==> config.mk <==
export PLATFORM = sky130hd
export DESIGN_NAME = affine_processing_element
export DESIGN_NICKNAME = d
export VERILOG_FILES = /design/src/rtl/affine_processing_element.sv
export SDC_FILE = /design/constraint.sdc
export NUM_CORES = 1
export LEC_CHECK = 0
export BUFFER_PORTS_ARGS = -buffer_cell sky130_fd_sc_hd__clkbuf_2
export CAP_MARGIN = 20
export CORE_MARGIN = 2
export CORE_UTILIZATION = 61
export CTS_BUF_LIST = sky130_fd_sc_hd__clkbuf_8
export CTS_CLUSTER_DIAMETER = 200
export DETAILED_ROUTE_END_ITERATION = 7
export GPL_TIMING_DRIVEN = 0
export PLACE_DENSITY = 0.84
export SLEW_MARGIN = 30
export SYNTH_ARGS = -nofsm -noshare
export SYNTH_HDL_FRONTEND = slang
export SYNTH_SLANG_ARGS = --single-unit
==> constraint.sdc <==
create_clock -name clk -period 8.35 [get_ports clk]
set_input_delay 0.835 -clock clk [delete_from_list [all_inputs] [get_ports clk]]
set_output_delay 0.835 -clock clk [all_outputs]
set_load 0.01 [all_outputs]
==> src/rtl/affine_processing_element.sv <==
// One column cell of a systolic Smith-Waterman array with affine (Gotoh) gaps.
// Define PE_MAX_TRACK_EN to enable running max_score/max_index tracking.
module affine_processing_element #(
  parameter int SCORE_WIDTH  = 8,
  parameter int LETTER_WIDTH = 2,
  parameter int SOURCE_WIDTH = 2,
  parameter int INDEX_WIDTH  = 10,
  parameter int MATCH        = 2,
  parameter int MISMATCH     = 1,
  parameter int GAP_OPEN     = 3,
  parameter int GAP_EXTEND   = 1
) (
  input  logic                    clk,
  input  logic                    rst,
  input  logic                    load_valid,
  input  logic [LETTER_WIDTH-1:0] load_letter,
  input  logic                    in_valid,
  input  logic                    in_first,
  input  logic [LETTER_WIDTH-1:0] in_db_letter,
  input  logic [SCORE_WIDTH-1:0]  in_h_left,
  input  logic [SCORE_WIDTH-1:0]  in_e_left,
  output logic                    out_valid,
  output logic [LETTER_WIDTH-1:0] out_db_letter,
  output logic [SCORE_WIDTH-1:0]  out_h,
  output logic [SCORE_WIDTH-1:0]  out_e,
  output logic [SOURCE_WIDTH-1:0] out_source,
  output logic                    out_zero,
  output logic [SCORE_WIDTH-1:0]  max_score,
  output logic [INDEX_WIDTH-1:0]  max_index
);

  localparam logic [SCORE_WIDTH-1:0] MATCH_S      = SCORE_WIDTH'(MATCH);
  localparam logic [SCORE_WIDTH-1:0] MISMATCH_S   = SCORE_WIDTH'(MISMATCH);
  localparam logic [SCORE_WIDTH-1:0] GAP_OPEN_S   = SCORE_WIDTH'(GAP_OPEN);
  localparam logic [SCORE_WIDTH-1:0] GAP_EXTEND_S = SCORE_WIDTH'(GAP_EXTEND);

  typedef enum logic {UNLOADED, LOADED} state_t;

  state_t state, state_next;
  logic   accept;

  logic [LETTER_WIDTH-1:0] query;
  logic [SCORE_WIDTH-1:0]  h_self, f_self, h_left_d;
  logic [INDEX_WIDTH-1:0]  beat_idx, cur_idx;

  logic [SCORE_WIDTH-1:0]  diag, top, fp, e_val, f_val, d_val, h_val;
  logic [SOURCE_WIDTH-1:0] src_val;

  function automatic logic [SCORE_WIDTH-1:0] sat_sub(input logic [SCORE_WIDTH-1:0] a,
                                                     input logic [SCORE_WIDTH-1:0] b);
    return (a > b) ? a - b : '0;
  endfunction

  function automatic logic [SCORE_WIDTH-1:0] sat_add(input logic [SCORE_WIDTH-1:0] a,
                                                     input logic [SCORE_WIDTH-1:0] b);
    logic [SCORE_WIDTH:0] s;
    s = {1'b0, a} + {1'b0, b};
    return s[SCORE_WIDTH] ? '1 : s[SCORE_WIDTH-1:0];
  endfunction

  function automatic logic [SCORE_WIDTH-1:0] max2(input logic [SCORE_WIDTH-1:0] a,
                                                  input logic [SCORE_WIDTH-1:0] b);
    return (a > b) ? a : b;
  endfunction

  always_ff @(posedge clk or posedge rst) begin
    if (rst) state <= UNLOADED;
    else     state <= state_next;
  end

  always_comb begin
    state_next = state;
    if (state == UNLOADED && load_valid) state_next = LOADED;
  end

  always_comb begin
    accept = in_valid && (state == LOADED);
  end

  // Query updates regardless of state; a same-cycle beat still sees the old letter.
  always_ff @(posedge clk or posedge rst) begin
    if (rst)             query <= '0;
    else if (load_valid) query <= load_letter;
  end

  always_comb begin
    diag  = in_first ? '0 : h_left_d;
    top   = in_first ? '0 : h_self;
    fp    = in_first ? '0 : f_self;
    e_val = max2(sat_sub(in_h_left, GAP_OPEN_S), sat_sub(in_e_left, GAP_EXTEND_S));
    f_val = max2(sat_sub(top, GAP_OPEN_S), sat_sub(fp, GAP_EXTEND_S));
    d_val = (in_db_letter == query) ? sat_add(diag, MATCH_S) : sat_sub(diag, MISMATCH_S);
    h_val = max2(d_val, max2(e_val, f_val));
    if (h_val == '0)        src_val = SOURCE_WIDTH'(0);
    else if (h_val == d_val) src_val = SOURCE_WIDTH'(1);
    else if (h_val == f_val) src_val = SOURCE_WIDTH'(2);
    else                     src_val = SOURCE_WIDTH'(3);
    cur_idx = in_first ? '0 : ((&beat_idx) ? beat_idx : beat_idx + 1'b1);
  end

  always_ff @(posedge clk or posedge rst) begin
    if (rst) begin
      out_valid     <= 1'b0;
      out_db_letter <= '0;
      out_h         <= '0;
      out_e         <= '0;
      out_source    <= '0;
      out_zero      <= 1'b0;
      h_self        <= '0;
      f_self        <= '0;
      h_left_d      <= '0;
      beat_idx      <= '0;
    end else begin
      out_valid <= accept;
      if (accept) begin
        out_db_letter <= in_db_letter;
        out_h         <= h_val;
        out_e         <= e_val;
        out_source    <= src_val;
        out_zero      <= (h_val == '0);
        h_self        <= h_val;
        f_self        <= f_val;
        h_left_d      <= in_h_left;
        beat_idx      <= cur_idx;
      end
    end
  end

`ifdef PE_MAX_TRACK_EN
  always_ff @(posedge clk or posedge rst) begin
    if (rst) begin
      max_score <= '0;
      max_index <= '0;
    end else if (accept) begin
      if (in_first) begin
        max_score <= h_val;
        max_index <= '0;
      end else if (h_val > max_score) begin
        max_score <= h_val;
        max_index <= cur_idx;
      end
    end
  end
`else
  assign max_score = '0;
  assign max_index = '0;
`endif

endmodule

## Word-level counts from Yosys, hierarchy flattened

Index checks and enable logic that the tools add are counted.

| storage, ports and cells | value |
|---|---|
| register bits | 41 |
| bits of input ports | 25 |
| output and inout port bits | 40 |
| word-level logic and storage cells | 49 |

| operators by class | value |
|---|---|
| add/subtract/negate cells | 6 |
| order comparisons | 9 |
| equality and inequality tests | 3 |
| muxes and demuxes | 17 |
| bitwise gates (word level) | 1 |
| reductions and logical operators | 3 |

Operators with widths:

| operator | count |
|---|---|
| 2-to-1 mux 8 bit | 14 |
| > comparator 8 bit | 4 |
| > comparator 8 x 1 -> 1 bit, second input constant | 3 |
| subtractor 8 x 1 -> 8 bit, second input constant | 3 |
| equality test 8 bit | 2 |
| > comparator 8 x 2 -> 1 bit, second input constant | 2 |
| subtractor 8 x 2 -> 8 bit, second input constant | 2 |
| adder 8 x 2 -> 9 bit, second input constant | 1 |
| logical NOT 8 bit | 1 |
| 2-to-1 mux 2 bit | 2 |
| equality test 2 bit | 1 |
| logical AND 1 bit | 2 |
| 2-to-1 mux 1 bit | 1 |
| NOT 1 bit | 1 |

## Logic depth before layout (Yosys ltp)

| logic depth | value |
|---|---|
| depth in word-level cells | 13 |
| depth in mapped cells | 42 |
| gate-level depth less buffers | 39 |

## Least setup slack after synthesis

No wires, ideal clock.

| timing | value |
|---|---|
| path type | in2reg |
| from | input port in_first |
| to | register out_source[0] |
| setup time | 0.133 ns |
| arrival time | 8.509 ns |
| required time | 8.217 ns |
| setup slack | -0.292 ns |
| stages on the path | 41 |
| path buffers | 4 |
| path through | clkbuf_1 clkbuf_1 buf_1 nor2b_1 ha_1 o21bai_1 nor3_1 mux2i_1 nor2_1 ha_1 nand2_1 o21ai_0 nor2_1 o211a_1 nor2_1 nor2_1 a21oi_1 ha_1 (+5 left out) o211a_1 nor2_4 mux2i_1 inv_1 ha_1 a21o_1 a21o_1 a21oi_1 nor2b_1 inv_1 o21ai_0 a21oi_1 mux2i_4 a21oi_4 buf_6 a311oi_1 o2111a_1 a32oi_1 |

| between the ends | value |
|---|---|
| longest elaborated chain between the ends | 13 |
| elaborated cells between the ends (all ways) | 27 |
| those cells by class | 4 x add/sub; 6 x order compare; 2 x eq/ne; 14 x mux; 1 x reduce/logical |

RTL lines:

| item | line | text |
|---|---|---|
| start: declaration | 18 | `input logic in_first,` |
| 2-to-1 mux 8 bit (on tied branches) | 88, 89 |  |
| subtractor 8 x 2 -> 8 bit, or another cell as far along | 51 | `return (a > b) ? a - b : '0;` |
| 2-to-1 mux 8 bit | 51 |  |
| > comparator 8 bit | 63 | `return (a > b) ? a : b;` |
| 2-to-1 mux 8 bit | 63 |  |
| > comparator 8 bit | 63 |  |
| 2-to-1 mux 8 bit | 63 |  |
| > comparator 8 bit | 63 |  |
| 2-to-1 mux 8 bit | 63 |  |
| equality test 8 bit | 96 | `else if (h_val == f_val) src_val = SOURCE_WIDTH'(2);` |
| 2-to-1 mux 1 bit | 96 |  |
| 2-to-1 mux 2 bit | 95 | `else if (h_val == d_val) src_val = SOURCE_WIDTH'(1);` |
| 2-to-1 mux 2 bit * | 94 | `if (h_val == '0) src_val = SOURCE_WIDTH'(0);` |
| end signal: assignment | 119 | `out_source <= src_val;` |
| end: declaration | 26 | `output logic [SOURCE_WIDTH-1:0] out_source,` |

Every way passes the cells marked *; elsewhere a longest branch is shown, timed or not.
A chain may end at the register's enable or synchronous reset.

## Worst setup path after layout

Ends and elaborated chain as after synthesis.

==> flow_metrics.tcl <==
set metrics [dict create \
    status "finished, final reports clean" \
    die_h_um 92.2 \
    drc 0 \
    ys.flop_type "dfrtp_1" \
    diodes 0 \
    worst_pin_slew_ns 1.20 \
    rows 32 \
    totalWireLength_mm 14.0 \
    slowest_delay_ns 0.40 \
    drv_cap 0 \
    hp-class "input port to async pin" \
    fin_crit_sh_pct 97.3 \
    grt.total_usage_pct 33.0 \
    drive_gt1_share_pct 23.9 \
    clk_pin_slew_ns 0.09 \
    ant_nets 0 \
    fill_cells 630 \
    finalSetupViolCount 0 \
    synth_top_cell_by_area "dfrtp_1" \
    synthTopCellsByCount "70 x nand2_1, 49 x nor2_1, 49 x o21ai_0" \
    synth-compound-area-share_pct 24.8 \
    ios 65 \
    drv_slew 0 \
    wire_per_inst_um 17.8 \
    synth_xor_area_share_pct 6.44 \
    cts_tree "done" \
    gp_congestion 0.978 \
    crit_buf_inv 7 \
    cts_buffers 5 \
    cts.hold.buffers_added 0 \
    critPathLaunch "in_first" \
    slowest_stage "nor2_2" \
    area_delta_synth_final_pct 17.6 \
    ys_seq_area_share_pct 21.6 \
    first_pass_iters 5 \
    yosys-top-cells-area "dfrtp_1 22%, ha_1 10%, nand2_1 5.5%, o21ai_0 5.2%, a21oi_1 3.9%" \
    initial_core_util_pct 62.3 \
    synth_edf_count 0 \
    synth.most_common_cell "nand2_1" \
    cp.arrival_ns 8.33 \
    yosys.area_share.simple_pct 21.1 \
    finish.utilization_pct 73.3 \
    hold_viol 0 \
    reg2reg_from "f_self[1]$_DFFE_PP0P_" \
    core_um2 7610 \
    grt_antenna_before_repair 0 \
    die_w_um 92.2 \
    ctsLongestPathBuffers 2 \
    clk_latency_ns 0.30 \
    cts.sinks 41 \
    crit_top_cell "a21o_1" \
    ys_seq_elements 41 \
    syn_area_um2 4740 \
    critPathKind "input port to register" \
    synthArstFlopShare_pct 100 \
    clock.fmax_mhz 123 \
    grt-busiest-layer "met2" \
    finalClockSkew_ns 0.0154 \
    slew_headroom_pct 18.1 \
    htree_levels 2 \
    port_buffers 45 \
    nets 749 \
    crit_family "compound AO/OA/AOI/OAI gates" \
    synth_top_area_share_pct 21.6 \
    synth_top_family_by_area "compound AO/OA/AOI/OAI gates" \
    gr-total-overflow 0 \
    path_max_fanout 10 \
    met3_usage_pct 5.42 \
    synthCells 603 \
    start_kind "input port" \
    yosys.cell_types.count 77 \
    dp_hpwl_mm 10.7 \
    grt_max_degree 26 \
    ys_warn_count 0 \
    syn_area_per_cell_um2 7.86 \
    via_per_inst 6.32 \
    muxShareOfSynthArea_pct 8.39 \
    die_area_um2 8490 \
    use_met2_pct 56.1 \
    cp.required_ns 8.56 \
    synth_adder_area_share_pct 10.0 \
    dr_total_vias 4987 \
    end_kind "register" \
    min_period_ns 8.13 \
    grt_use_met1_pct 41.3 \
    drt_iter0_drc 419 \
    first_global_vias 4824 \
    root_buffer "clkbuf_8" \
    grt_pass1_wl_mm 22.6 \
]
path summary, 6_finish.rpt:
check	to	slack, ns	cells after the start
worst min-delay path	query[0]$_DFFE_PP0P_	0.49	2
worst min register to register	out_e[5]$_DFFE_PP0P_	0.49	2
max in group asynchronous	f_self[0]$_DFFE_PP0P_	7.38	3
worst max register to register	out_source[0]$_DFFE_PP0P_	0.78	36
worst max-delay path	out_source[0]$_DFFE_PP0P_	0.22	39
min in group clk	out_e[5]$_DFFE_PP0P_	0.49	2
sequential cells by signal (all words and copies together) (netlist names):
register and cells:
out_h 8, state 1, out_db_letter 2, query 2, out_source 2, out_valid 1, out_zero 1, out_e 8
h_left_d 8, f_self 8
layer usage:
metal | vias up | part of all wire (%)
met4 | 0 | 3.9
li1 | 2318 | -
met2 | 271 | 48
met5 | - | 0
met1 | 2339 | 39
met3 | 59 | 8.9
kinds of logic (layout without fill, tap and decap cells):
group	Yosys count	in the layout
buffers and inverters	74	141
other	1	18
xor gates and xnor gates	34	34
AOI/OAI and AO/OA	177	177
muxes	36	36
and+or+nand+nor	202	202
adders and majority gates	38	38
DFF	41	41
per-stage QoR:
stage / hold WS, ns / worst slack, ns / std cells / setup TNS [ns] / instance area [um^2]
floorplan: 0.437 / 0.0275 / 620 / 0 / 4820
global placement: 0.466 / -1.35 / 767 / -11.33 / 5170
detailed placement: 0.473 / -1.58 / 768 / -13.45 / 5200
CTS: 0.493 / 0.0103 / 782 / 0 / 5430
global route: 0.510 / -0.185 / 789 / -0.465 / 5580
finish: 0.489 / 0.223 / 789 / 0 / 5580
final cells by class:
cell class / count / area, um^2 / area share, %
tap: 102 / 128 / 2.29
timing repair buffer: 61 / 378 / 6.78
clock inverter: 3 / 25.0 / 0.449
clock buffer: 5 / 68.8 / 1.23
inverter: 42 / 161 / 2.89
buffer: 30 / 216 / 3.88
sequential: 41 / 1030 / 18.4
multi-input combinational: 505 / 3570 / 64.1
worst reg2reg max path, delay by kind of cell (launching register included):
kind,cells,cell delay [ns]
mux,2,0.54
buf+inv,4,0.43
fa+ha+maj,4,1.20
simple gates,8,1.51
compound gates,18,3.40
flops,1,0.41
layout by cell type (no fill, tap or decap), types with 12 or more instances in the layout:
master | netlist | layout
nand2_1 | 70 | 69
buf_4 | 18 | 33
clkbuf_2 | 0 | 45
xnor2_1 | 21 | 21
a21oi_1 | 37 | 33
mux2i_1 | 18 | 12
ha_1 | 38 | 38
xor2_1 | 12 | 12
o21ai_0 | 49 | 45
mux2_2 | 16 | 16
nand3_1 | 15 | 15
dfrtp_1 | 41 | 41
conb_1 | 1 | 18
nor2_1 | 49 | 46
inv_1 | 41 | 39
repair_timing:
action / 4_1_cts / 5_1_grt
setup endpoints to repair: 11 / 10
pin swaps: 4 / 5
gates resized for setup: 18 / 25
buffers inserted: 8 / 7
Power is left out: the tool's default activity adds up to more than one toggle a clock period on the data nets, which glitch-free logic cannot reach.
